### src/rtl/md_pkg.sv
// Shared definitions for the multicycle multiply/divide unit.
// Latency: n/a (types and constants only).
// Backpressure: n/a.
package md_pkg;

    localparam int MD_DATA_W = 32;
    localparam int ITER_W    = $clog2(MD_DATA_W) + 1;

    localparam logic MD_MULT = 1'b0;
    localparam logic MD_DIV  = 1'b1;

    typedef enum logic [2:0] {
        ST_IDLE  = 3'd0,
        ST_MULT  = 3'd1,
        ST_DIV   = 3'd2,
        ST_FIXUP = 3'd3,
        ST_DONE  = 3'd4
    } md_state_e;

endpackage

### src/rtl/md_sign_fix.sv
// Sign conditioning: absolute value of an operand, or conditional two's-complement negation of a result.
// Latency: combinational.
// Backpressure: none.
// Ports: val_i value in; abs_i=1 returns |val_i|; abs_i=0 negates when neg_i=1; res_o result.
module md_sign_fix #(
    parameter int W = 32
) (
    input  logic [W-1:0] val_i,
    input  logic         abs_i,
    input  logic         neg_i,
    output logic [W-1:0] res_o
);

    logic do_neg;

    assign do_neg = abs_i ? val_i[W-1] : neg_i;
    assign res_o  = do_neg ? (~val_i + W'(1)) : val_i;

endmodule

### src/rtl/mult_div_unit.sv
// Multicycle signed multiply (radix-2 Booth) / divide (restoring) unit writing the HI/LO registers.
// Latency: md_done the cycle after edge E0+33; divide-by-zero finishes after edge E0+1.
// Backpressure: md_start is accepted only in IDLE; starts while busy are dropped.
// Ports: clk/reset; md_start, md_op, md_a, md_b request; md_busy, md_done, md_div_zero status;
//        hi_out/lo_out are the HI/LO registers, written only when an operation completes.
module mult_div_unit
    import md_pkg::*;
#(
    parameter int DATA_W = MD_DATA_W
) (
    input  logic              clk,
    input  logic              reset,
    input  logic              md_start,
    input  logic              md_op,
    input  logic [DATA_W-1:0] md_a,
    input  logic [DATA_W-1:0] md_b,
    output logic              md_busy,
    output logic              md_done,
    output logic              md_div_zero,
    output logic [DATA_W-1:0] hi_out,
    output logic [DATA_W-1:0] lo_out
);

    md_state_e state_q, state_d;

    logic [ITER_W-1:0] cnt_q, cnt_d;
    logic              op_q, op_d;
    // Accumulator carries one guard bit so that subtracting the most negative
    // multiplicand cannot overflow the Booth partial product.
    logic [DATA_W:0]   acc_q, acc_d;
    logic [DATA_W-1:0] q_q, q_d;
    logic              qm1_q, qm1_d;
    logic [DATA_W-1:0] mcand_q, mcand_d;
    logic              quot_neg_q, quot_neg_d;
    logic              rem_neg_q, rem_neg_d;
    logic [DATA_W-1:0] hi_q, hi_d;
    logic [DATA_W-1:0] lo_q, lo_d;
    logic              div_zero_q, div_zero_d;

    logic [DATA_W-1:0] abs_a, abs_b, quot_fix, rem_fix;
    logic [DATA_W:0]   mcand_ext, booth_sum;
    logic [DATA_W:0]   r_shift, trial;
    logic              last_iter, divisor_zero;

    md_sign_fix #(.W(DATA_W)) u_abs_a (.val_i(md_a), .abs_i(1'b1), .neg_i(1'b0), .res_o(abs_a));
    md_sign_fix #(.W(DATA_W)) u_abs_b (.val_i(md_b), .abs_i(1'b1), .neg_i(1'b0), .res_o(abs_b));
    md_sign_fix #(.W(DATA_W)) u_quot  (.val_i(q_q), .abs_i(1'b0), .neg_i(quot_neg_q), .res_o(quot_fix));
    md_sign_fix #(.W(DATA_W)) u_rem   (.val_i(acc_q[DATA_W-1:0]), .abs_i(1'b0), .neg_i(rem_neg_q),
                                       .res_o(rem_fix));

    assign last_iter    = (cnt_q == ITER_W'(DATA_W - 1));
    assign divisor_zero = (mcand_q == '0);

    // Booth step: recode {Q[0], q-1}, then the caller shifts {acc, Q, q-1} right arithmetically.
    assign mcand_ext = {mcand_q[DATA_W-1], mcand_q};
    always_comb begin
        booth_sum = acc_q;
        case ({q_q[0], qm1_q})
            2'b01:   booth_sum = acc_q + mcand_ext;
            2'b10:   booth_sum = acc_q - mcand_ext;
            default: booth_sum = acc_q;
        endcase
    end

    // Restoring divide step on magnitudes: shift the next dividend bit into the
    // partial remainder and keep the subtraction only if it stays non-negative.
    assign r_shift = {acc_q[DATA_W-1:0], q_q[DATA_W-1]};
    assign trial   = r_shift - {1'b0, mcand_q};

    // State register
    always_ff @(posedge clk or posedge reset) begin
        if (reset) state_q <= ST_IDLE;
        else       state_q <= state_d;
    end

    // Next-state logic
    always_comb begin
        state_d = state_q;
        case (state_q)
            ST_IDLE:  if (md_start) state_d = (md_op == MD_DIV) ? ST_DIV : ST_MULT;
            ST_MULT:  if (last_iter) state_d = ST_FIXUP;
            ST_DIV: begin
                if (divisor_zero)   state_d = ST_DONE;
                else if (last_iter) state_d = ST_FIXUP;
            end
            ST_FIXUP: state_d = ST_DONE;
            ST_DONE:  state_d = ST_IDLE;
            default:  state_d = ST_IDLE;
        endcase
    end

    // Outputs
    always_comb begin
        md_busy = (state_q != ST_IDLE);
        md_done = (state_q == ST_DONE);
    end

    assign md_div_zero = div_zero_q;
    assign hi_out      = hi_q;
    assign lo_out      = lo_q;

    // Datapath next-state
    always_comb begin
        cnt_d      = cnt_q;
        op_d       = op_q;
        acc_d      = acc_q;
        q_d        = q_q;
        qm1_d      = qm1_q;
        mcand_d    = mcand_q;
        quot_neg_d = quot_neg_q;
        rem_neg_d  = rem_neg_q;
        hi_d       = hi_q;
        lo_d       = lo_q;
        div_zero_d = div_zero_q;
        case (state_q)
            ST_IDLE: begin
                if (md_start) begin
                    op_d       = md_op;
                    cnt_d      = '0;
                    acc_d      = '0;
                    qm1_d      = 1'b0;
                    div_zero_d = 1'b0;
                    quot_neg_d = md_a[DATA_W-1] ^ md_b[DATA_W-1];
                    rem_neg_d  = md_a[DATA_W-1];
                    if (md_op == MD_DIV) begin
                        q_d     = abs_a;
                        mcand_d = abs_b;
                    end else begin
                        q_d     = md_b;
                        mcand_d = md_a;
                    end
                end
            end
            ST_MULT: begin
                acc_d = {booth_sum[DATA_W], booth_sum[DATA_W:1]};
                q_d   = {booth_sum[0], q_q[DATA_W-1:1]};
                qm1_d = q_q[0];
                cnt_d = cnt_q + ITER_W'(1);
            end
            ST_DIV: begin
                if (divisor_zero) begin
                    div_zero_d = 1'b1;
                end else begin
                    acc_d = trial[DATA_W] ? r_shift : trial;
                    q_d   = {q_q[DATA_W-2:0], ~trial[DATA_W]};
                    cnt_d = cnt_q + ITER_W'(1);
                end
            end
            ST_FIXUP: begin
                if (op_q == MD_DIV) begin
                    hi_d = rem_fix;
                    lo_d = quot_fix;
                end else begin
                    hi_d = acc_q[DATA_W-1:0];
                    lo_d = q_q;
                end
            end
            default: ;
        endcase
    end

    // Datapath registers
    always_ff @(posedge clk or posedge reset) begin
        if (reset) begin
            cnt_q      <= '0;
            op_q       <= 1'b0;
            acc_q      <= '0;
            q_q        <= '0;
            qm1_q      <= 1'b0;
            mcand_q    <= '0;
            quot_neg_q <= 1'b0;
            rem_neg_q  <= 1'b0;
            hi_q       <= '0;
            lo_q       <= '0;
            div_zero_q <= 1'b0;
        end else begin
            cnt_q      <= cnt_d;
            op_q       <= op_d;
            acc_q      <= acc_d;
            q_q        <= q_d;
            qm1_q      <= qm1_d;
            mcand_q    <= mcand_d;
            quot_neg_q <= quot_neg_d;
            rem_neg_q  <= rem_neg_d;
            hi_q       <= hi_d;
            lo_q       <= lo_d;
            div_zero_q <= div_zero_d;
        end
    end

endmodule

### config.mk
export PLATFORM = sky130hd
export DESIGN_NAME = mult_div_unit
export DESIGN_NICKNAME = d
export VERILOG_FILES = /design/src/rtl/md_pkg.sv /design/src/rtl/md_sign_fix.sv /design/src/rtl/mult_div_unit.sv
export SDC_FILE = /design/constraint.sdc
export NUM_CORES = 1
export LEC_CHECK = 0
export ABC_AREA = 1
export CORE_UTILIZATION = 55
export DETAILED_ROUTE_END_ITERATION = 8
export PLACE_DENSITY = 0.79
export SLEW_MARGIN = 20
export SYNTH_ARGS = -nofsm -noshare
export SYNTH_HDL_FRONTEND = slang
export SYNTH_SLANG_ARGS = --single-unit
### constraint.sdc
create_clock -name clk -period 6.25 [get_ports clk]
set_clock_uncertainty 0.2 [all_clocks]
set_input_delay 1.5625 -clock clk [delete_from_list [all_inputs] [get_ports clk]]
set_output_delay 1.5625 -clock clk [all_outputs]
set_load 0.02 [all_outputs]
======== Yosys cells after proc, flatten, opt, wreduce, memory -nomap -nowiden ========
Index checks and enable logic that the tools add are counted.
word-level totals
  bits in registers ....................... 175
  output and inout bits ................... 67
  word-level logic and storage cells ...... 74
cells by class
  add/sub/neg operators ................... 8
  equal/unequal tests ..................... 10
  multiplexer cells ....................... 28
  bitwise operators ....................... 6
  reduce and logical (&&, ||, !) cells .... 10
operators by type and width
  operator                                                         count
  32-bit two-way mux                                               10
  32-bit by 1-bit adder with 32-bit output, second input constant  4
  32-bit NOT                                                       4
  33-bit two-way mux                                               3
  33-bit case mux with 3 select lines                              1
  32-bit case mux with 3 select lines                              1
  33-bit case mux with 2 select lines                              1
  33-bit adder                                                     1
  33-bit by 32-bit subtractor with 33-bit output                   1
  33-bit subtractor                                                1
  32-bit zero test                                                 1
  6-bit case mux with 3 select lines                               1
  6-bit two-way mux                                                2
  3-bit case mux with 4 select lines                               1
  3-bit two-way mux                                                3
  6-bit by 1-bit adder with 6-bit output, second input constant    1
  3-bit by 2-bit == test with 1-bit output, second input constant  2
  6-bit by 5-bit == test with 1-bit output, second input constant  1
  2-bit != test, second input constant                             3
  3-bit AND reduction                                              2
  3-bit nonzero test                                               2
  1-bit case mux with 2 select lines                               2
  2-bit AND reduction                                              2
  2-bit nonzero test                                               2
  other kinds (9)                                                  10

======== Depth between registers and ports, before layout ========
  depth after elaboration ................. 6
  depth in mapped cells ................... 28
  depth with buffers taken out ............ 28

======== Hierarchy ========
From an unflattened synthesis, not the netlist that was laid out.
unflattened totals
  cells, all modules ...................... 3341
  area total of the unflattened synthesis .. 19995.4 um^2
by module, submodules not included
  module         instances  cells an instance  area each (um^2)  sequential area each (um^2)
  mult_div_unit  1          2401               15035.7           4379.2
  md_sign_fix    4          235                1239.9            0.0

======== Worst setup path before layout ========
OpenSTA, ideal clock, no wires.
  kind .................................... flip-flop to flip-flop
  from .................................... reg q_q[31]
  to ...................................... reg acc_q[10]
  data arrival time ....................... 2.988 ns
  path slack .............................. 2.938 ns
  cell stages (with the launch flop) ...... 22
  buffers on the path ..................... 1
  clock period less this slack ............ 3.312 ns
  path through ............................ dfrtp_1 inv_1 ha_1 inv_1 fa_1 nand2_1 nand3_1 and2_1 nand2_1 nand2_1 nand2_1 nand3_1 a311o_1 ha_1 clkinv_1 clkbuf_1 a21oi_1 o21ai_0 nand2_1 nand2_1 nand2_1 o21ai_1
between the ends
  longest elaborated chain between the ends .. 4
ends and longest elaborated chain
  element                                         line                  text
  from (decl)                                     mult_div_unit.sv:31   logic [DATA_W-1:0] q_q, q_d;
  from (signal assigned)                          mult_div_unit.sv:180  q_q <= q_d;
  33-bit by 32-bit subtractor with 33-bit output  mult_div_unit.sv:68   assign trial = r_shift - {1'b0, mcand_q};
  33-bit two-way mux                              mult_div_unit.sv:144  acc_d = trial[DATA_W] ? r_shift : trial;
  33-bit two-way mux                              mult_div_unit.sv:141  if (divisor_zero) begin
  33-bit case mux with 3 select lines             mult_div_unit.sv:115  case (state_q)
  to (signal assigned)                            mult_div_unit.sv:167  acc_q <= '0;
  to (signal assigned)                            mult_div_unit.sv:179  acc_q <= acc_d;
  to (decl)                                       mult_div_unit.sv:30   logic [DATA_W:0] acc_q, acc_d;
No other way between the ends. The select of a mux whose other input is x is not followed.
A chain may end at the register's enable or synchronous reset.

======== Worst setup path in the final report ========
  from .................................... reg q_q[31]
  to ...................................... reg acc_q[15]
Same word-level chain as after synthesis.

==> flow_metrics.env <==
export IMPL_grt_usage=0.415
export IMPL_synthXorXnorAreaFrac=0.0409
export IMPL_design_die_area_um2=33100
export IMPL_sw_frac_of_total=0.590
export IMPL_grt_pass1_wl_mm=105
export IMPL_syn2layout_area_growth_pct=12.0
export IMPL_met2_usage=0.615
export IMPL_rsz0062_at_grt="no"
export IMPL_tightestPinTransition_ps=1070
export IMPL_synth_avg_cell_area_um2=5.95
export IMPL_avgViaCountPerCell=5.88
export IMPL_cap_viol_max_count=0
export IMPL_synth_edf_count=0
export IMPL_finish_instance_area_um2=19900
export IMPL_worst_setup_path_type="flip-flop to flip-flop"
export IMPL_routed_wl_mm=68.5
export IMPL_async_flop_share=1.00
export IMPL_cts_buffer_depth=2
export IMPL_io_buffers=134
export IMPL_grt_util_met1=0.558
export IMPL_post_place_ws_ps=1900
export IMPL_cts_num_sinks=175
export IMPL_vias=20400
export IMPL_synth_distinct_cells=49
export IMPL_cts_post_setup_buffers_inserted=0
export IMPL_clockPowerShare=0.094
export IMPL_ant_nets=0
export IMPL_ir_drop_mv=0.237
export IMPL_crit_required_ps=6320
export IMPL_placed_cell_area_um2=19300
export IMPL_rows=65
export IMPL_p_int_mw=4.74
export IMPL_syn_cell_area_um2=17800
export IMPL_cts_hold_buf=0
export IMPL_layout_drive_gt1_share=0.0456
export IMPL_min_period_over_period=0.712
export IMPL_cp_slowest_cell="clkinv_1"
export IMPL_die_w_um=182
export IMPL_grt_remaining_overflow=0
export IMPL_fmax_ghz=0.225
export IMPL_yosys_area_top_type_share=0.246
export IMPL_die_height_um=182
export IMPL_p_seq_frac=0.188
export IMPL_start_util=0.561
export IMPL_setup_tns_ps=0
export IMPL_cp_start_kind="flip-flop"
export IMPL_antenna_found_initial=6
export IMPL_synth_area_leaders="dfrtp_1, nand2_1, inv_1"
export IMPL_finalSetupViolations=0
export IMPL_layout_min_cycle_time_ps=4450
export IMPL_worstSetupEndpointType="flip-flop"
export IMPL_synth_compound_area_frac=0.172
export IMPL_dpl_hpwl_mm=54.7
export IMPL_hold_viol=0
export IMPL_cts_tree="yes"
export IMPL_synth_mux_area_frac=0
export IMPL_critPathArrivalTime_ps=4520
export IMPL_ys_flop_type="dfrtp_1"
export IMPL_synth_simple_area_share=0.372
export IMPL_p_leak_nw=10.3
export IMPL_clkTransAtPathRegs_ps=70
export IMPL_ys_seq_area_frac=0.246
export IMPL_final_nets=3199
export IMPL_crit_fanout=34
export IMPL_top_usage_layer="met2"
export IMPL_synthCells=2987
export IMPL_min_path_type="flip-flop to flip-flop"
export IMPL_status="complete, no violations"
export IMPL_cts_resized=0
export IMPL_h_tree_depth=4
export IMPL_wl_per_cell_um=19.7
export IMPL_layout_cells_non_filler=3478
export IMPL_synth_top_family_by_area="simple AND/OR/NAND/NOR gates"
export IMPL_synthAdderAreaFrac=0.0529
export IMPL_synth_seq_cells=175
export IMPL_powerDensity_nw_per_um2=581
export IMPL_clock_latency_ps=450
export IMPL_yosys_area_top_type="dfrtp_1"
export IMPL_core_area_um2=31700
export IMPL_dpl_cell_count=3439
export IMPL_cts_buffers=17
export IMPL_final_max_slew_viol_count=0
export IMPL_worstPathCellList="inv_1 -> ha_1 -> inv_1 -> fa_1 -> nand2_1 -> nand3_1 -> and2_1 -> nand2_1 -> nand2_1 -> nand2_1 -> nand3_1 -> a311o_1 -> ha_1 -> clkinv_1 -> a21oi_1 -> o21ai_0 -> nand2_1 -> nand2_1 -> nand2_1 -> o21ai_0"
export IMPL_power_switching_mw=6.82
export IMPL_cp_common_cell="nand2_1"
export IMPL_drc=0
export IMPL_power_frac_comb=0.717
export IMPL_critPathMaxStageDelay_ps=730
export IMPL_relSlewSlack=0.285
export IMPL_synthesis_nets=3129
export IMPL_root_buffer="clkbuf_16"
export IMPL_dr_pass1_iters=8
export IMPL_first_iter_violations=2588
export IMPL_ys_warn_count=0
export IMPL_pin_count=135
export IMPL_first_global_vias=18600
export IMPL_grt_use_met3=0.0770
export IMPL_grt_max_degree=150
export IMPL_globalplace_congestion=1.11
export IMPL_fin_ws_ps=1800
[cells by family (layout without fill, tap and decap cells)]
logic type / after synthesis / count (layout)
AO/OA/AOI/OAI: 545 / 545
XOR/XNOR: 83 / 83
adder cells (fa/ha/maj): 74 / 74
buffers and inverters: 530 / 613
flip-flops: 175 / 175
other: 0 / 6
AND/OR/NAND/NOR: 1580 / 1580
[power by group through the flow]
| stage | logic [mW] | clock network [mW] | registers (mW) |
|---|---|---|---|
| final | 8.29 | 1.09 | 2.18 |
| after global routing | 9.11 | 1.14 | 2.21 |
| after CTS | 8.02 | 1.09 | 2.14 |
| after detailed placement | 7.97 | 0 | 2.16 |
| after global placement | 7.83 | 0 | 2.14 |
| after floorplan | 5.52 | 0 | 2.19 |
[final cells by class]
type | count | area [um2]
fillers | 3086 | 11800
multi-input cells | 2282 | 11300
flip-flops and latches | 175 | 4380
inverters | 432 | 1630
repair buffers | 149 | 1470
well taps | 402 | 503
clock buffers | 18 | 429
clock inverters | 14 | 156
diodes | 6 | 15.0
[sequential cells by signal (all words and copies together), names as in the netlist]
register / count
quot_neg_q: 1
lo_out: 32
q_q: 32
hi_out: 32
op_q: 1
mcand_q: 32
state_q: 3
qm1_q: 1
rem_neg_q: 1
cnt_q: 6
md_div_zero: 1
acc_q: 33
[worst paths after layout]
path	from	endpoint	slack (ps)	cells past startpoint
max in group asynchronous	reset	acc_q[17]	3320	3
min in group asynchronous	reset	lo_out[2]	1310	2
hold reg to reg	lo_out[27]	lo_out[27]	280	2
setup / recovery	q_q[31]	acc_q[15]	1800	20
setup reg to reg	q_q[31]	acc_q[15]	1800	20
hold / removal	lo_out[27]	lo_out[27]	280	2
[Yosys cell counts, types with 2 or more instances]
cell type and instances:
a21boi_1 10, a21o_1 2, a21oi_1 190, a22oi_1 6
a22oi_2 6, a31oi_1 13, and2_1 4, buf_1 9
buf_2 19, buf_4 6, buf_6 5, clkbuf_1 59
clkinv_1 4, dfrtp_1 175, fa_1 2, ha_1 72
inv_1 401, inv_2 27, nand2_1 944, nand2_2 5
nand3_1 200, nand3_2 7, nand3b_1 4, nand4_1 33
nand4_2 7, nor2_1 313, nor2_2 16, nor2_4 5
nor3_1 24, nor3_2 6, nor3_4 3, nor4_1 2
o211ai_1 13, o21ai_0 202, o21ai_1 25, o21ai_2 2
o21bai_1 10, o221ai_1 18, o22ai_1 37, o31ai_1 6
or2_2 6, xnor2_1 3, xor2_1 80
[per-stage QoR]
stage | hold WS (ps) | utilization | total power, mW
after detailed placement | 265 | 0.609 | 10.1
after global routing | 311 | 0.628 | 12.5
final | 283 | 0.628 | 11.6
after CTS | 285 | 0.627 | 11.3
after global placement | 265 | 0.609 | 9.96
after floorplan | 269 | - | 7.71
[worst max-delay path: cells and delay by family (launching register included)]
kind | cells | cell delay (ps)
fa+ha+maj | 3 | 860
flops | 1 | 410
simple gates | 10 | 990
compound gates | 4 | 890
buf+inv | 3 | 920
[placed cells by master (no fill, tap or decap), drive strengths merged, types with 6 or more instances in the layout]
| cell type | instances |
|---|---|
| clkinv | 7 |
| a21boi | 10 |
| nor3 | 33 |
| nand4 | 40 |
| ha | 72 |
| nor2 | 334 |
| o221ai | 18 |
| xor2 | 80 |
| o31ai | 6 |
| clkbuf | 18 |
| nand2 | 949 |
| o211ai | 13 |
| a31oi | 13 |
| nand3 | 207 |
| diode | 6 |
| o22ai | 37 |
| o21ai | 229 |
| dfrtp | 175 |
| o21bai | 10 |
| buf | 16 |
| clkdlybuf4s50 | 133 |
| or2 | 7 |
| a22oi | 12 |
| a21oi | 191 |
| inv | 437 |
[per-layer routing]
metal,share of wire,vias up
met5,0,-
met1,0.41,9243
met3,0.11,220
li1,-,9761
met2,0.41,1215
met4,0.067,0
Note: power is estimated with default switching activity, not from simulation.
==> edit, RTL diff (config.mk and constraints unchanged) <==
Reset style: synchronous (`reset`), changed in 2 clocked blocks.
--- a/src/rtl/mult_div_unit.sv
+++ b/src/rtl/mult_div_unit.sv
@@ -68,7 +68,7 @@
     assign trial   = r_shift - {1'b0, mcand_q};
 
     // State register
-    always_ff @(posedge clk or posedge reset) begin
+    always_ff @(posedge clk) begin
         if (reset) state_q <= ST_IDLE;
         else       state_q <= state_d;
     end
@@ -160,7 +160,7 @@
     end
 
     // Datapath registers
-    always_ff @(posedge clk or posedge reset) begin
+    always_ff @(posedge clk) begin
         if (reset) begin
             cnt_q      <= '0;
             op_q       <= 1'b0;
Function: differs if reset is asserted again (counterexample within 4 cycles, from zero or initial values and one cycle with reset high); with reset held inactive, the same outputs for 10 cycles.
==> edit against the original RTL <==
- design area down 8.2%
- global-route usage down 1.4 points
- via count down 5.2%
- setup slack better by 0.23 ns
- first-iteration DRC count down 12%
- routed wire length down 10%
- sequential share of layout area down 2.8 points
- synthesized area down 9.0%
- sequential cell count unchanged
- hold slack worse by 0.016 ns
- critical path type unchanged
Power is not compared: it rests on default switching activity, and its combinational part moved more than twofold at a synthesized area within 25%.
==> edit: results (changes against the original RTL) <==
* Dpl ws at 1.89 ns (-0.00808 ns)
* Top post-synthesis cells by area: dfxtp_1, nand2_1, a21oi_1, inv_1, o21ai_0
* Worst-path fanout max at 38 (+12%)
* Nets at 2950 (-7.8%)
* Pin count of the biggest net entering global routing at 95 (-37%)
* Register-to-Register Path Depth at 22 (+10%)
* Worst-skew pair later-pin latency at around 0.46 ns
* Slew HR at 26.1% (-2.4 points)
* Dominant synthesized flop cell: dfxtp_1
* Most common library cells after synthesis: nand2_1, inv_1, a21oi_1
* Cts bufs inserted at 17 (unchanged)
* Vias in the first global route at 17300 (-6.7%)
* Syn. warnings at 0 (unchanged)
* First-pass GRT wire length at 94600 um (-9.7%)
* Sequential-to-total area share from yosys stat at 21.6% (-3.0 points)
* Hold Path Class: reg -> reg
* Worst-path clk slew at 0.08 ns
* GP Congestion at 1.08 (-2.5%)
* Worst Hold Path Cells at 2 (unchanged)
* Cell Area, Placed at 0.0177 sq mm (-8.5%)
* Biggest register: acc_q
* Static leakage at between 0.008 and 0.009 uW
* CTS H-tree lvls at 4 (unchanged)
* Number of port buffers at 134 (unchanged)
* Overall Global Routing Usage at 40.1% (-1.4 points)
* Worst vdd ir at about 0.21 mV
* HPWL after detailed placement at 47200 um (-14%)
* Status: complete, no violations
* Pre-Repair DR Iteration Count at 8 (unchanged)
* Largest register FFs at 33 (unchanged)
* Fraction of registers with async set/reset at 0% (-100 points)
* CTS Buffer Depth at 2 (unchanged)
* Fraction of layout cells with a size suffix above 1 at 3.40% (-1.2 points)
* Crit path DAT at 4.43 ns (-0.09 ns)
* Synth cell types at 48 (-2.0%)
* Post-synth net total at 2892 (-7.6%)
* Drt total wl at 61400 um (-10%)
* Number of gates resized after CTS at 0 (unchanged)
* ANT cells at 0 (-6)
* Initial antenna violation count at 0 (-6)
* Post-CTS Setup Inserts at 0 (unchanged)
* Vias at 19400 (-5.2%)
* Drt initial violations at 2275 (-12%)
* Clk root buf: clkbuf_16
edit: layer usage:
metal  vias to the layer above  share of wire (%)  global-route usage, %  wire (um)
met5                         -                  0                      0          0
met4                         0                6.7                   25.6       4100
met3                       204                9.0                   4.78       5520
met2                      1161                 45                   64.2      27500
met1                      8760                 40                   51.2      24400
li1                       9249                  -                      -          -
edit: path summary, 6_finish.rpt:
path	start	end	slack, ns
worst max-delay path	q_q[31]	acc_q[6]	2.03
worst min register to register	rem_neg_q	rem_neg_q	0.27
worst min-delay path	rem_neg_q	rem_neg_q	0.27
worst max register to register	q_q[31]	acc_q[6]	2.03
edit: final cells by class:
class                           instances  area [sq um]
Sequential cell                       175          3500
Clock buffer                           18           439
Multi-Input combinational cell       2075         10800
Timing Repair Buffer                  149          1440
Fill cell                            2719         10600
Clock inverter                         14           190
Tap cell                              384           480
Inverter                              390          1470
edit: report_power, final:
group          internal [uW]  switching (uW)  leakage [uW]
Combinational           1010            2300       0.00691
Sequential              1230             238       0.00143
Clock                    623             538      0.000303
edit: cell families after synthesis:
group,Yosys count,share of synthesized area [%]
adders and majority gates,74,5.81
and+or+nand+nor,1170,30.4
AOI/OAI and AO/OA,740,25.2
xor gates and xnor gates,91,4.92
buffers and inverters,500,12.0
DFF,175,21.6
edit: worst max-delay path, cell delays in order (launching register included):
cell and delay [ns]:
dfxtp_1 0.52, inv_1 0.09, ha_1 0.20, inv_1 0.08
fa_1 0.22, nand2_1 0.09, o21ai_2 0.29, nand2_1 0.09
nand2_1 0.13, nand2_1 0.07, nand2_1 0.20, nand2_1 0.13
nand2_1 0.11, a21oi_1 0.09, o21bai_1 0.15, ha_1 0.27
inv_2 0.54, a21oi_1 0.07, o21ai_0 0.18, o211ai_1 0.14
nand3_1 0.09, o211ai_1 0.10, inv_1 0.09
edit: through the flow:
| stage | hold WS, ns | power, uW | std cells |
|---|---|---|---|
| 2_1_floorplan | 0.228 | 3660 | 2750 |
| 3_3_place_gp | 0.245 | 4630 | 3173 |
| 3_5_place_dp | 0.254 | 4650 | 3173 |
| 4_1_cts | 0.263 | 5810 | 3205 |
| 5_1_grt | 0.306 | 6310 | 3205 |
| 6_report | 0.267 | 5940 | 3205 |
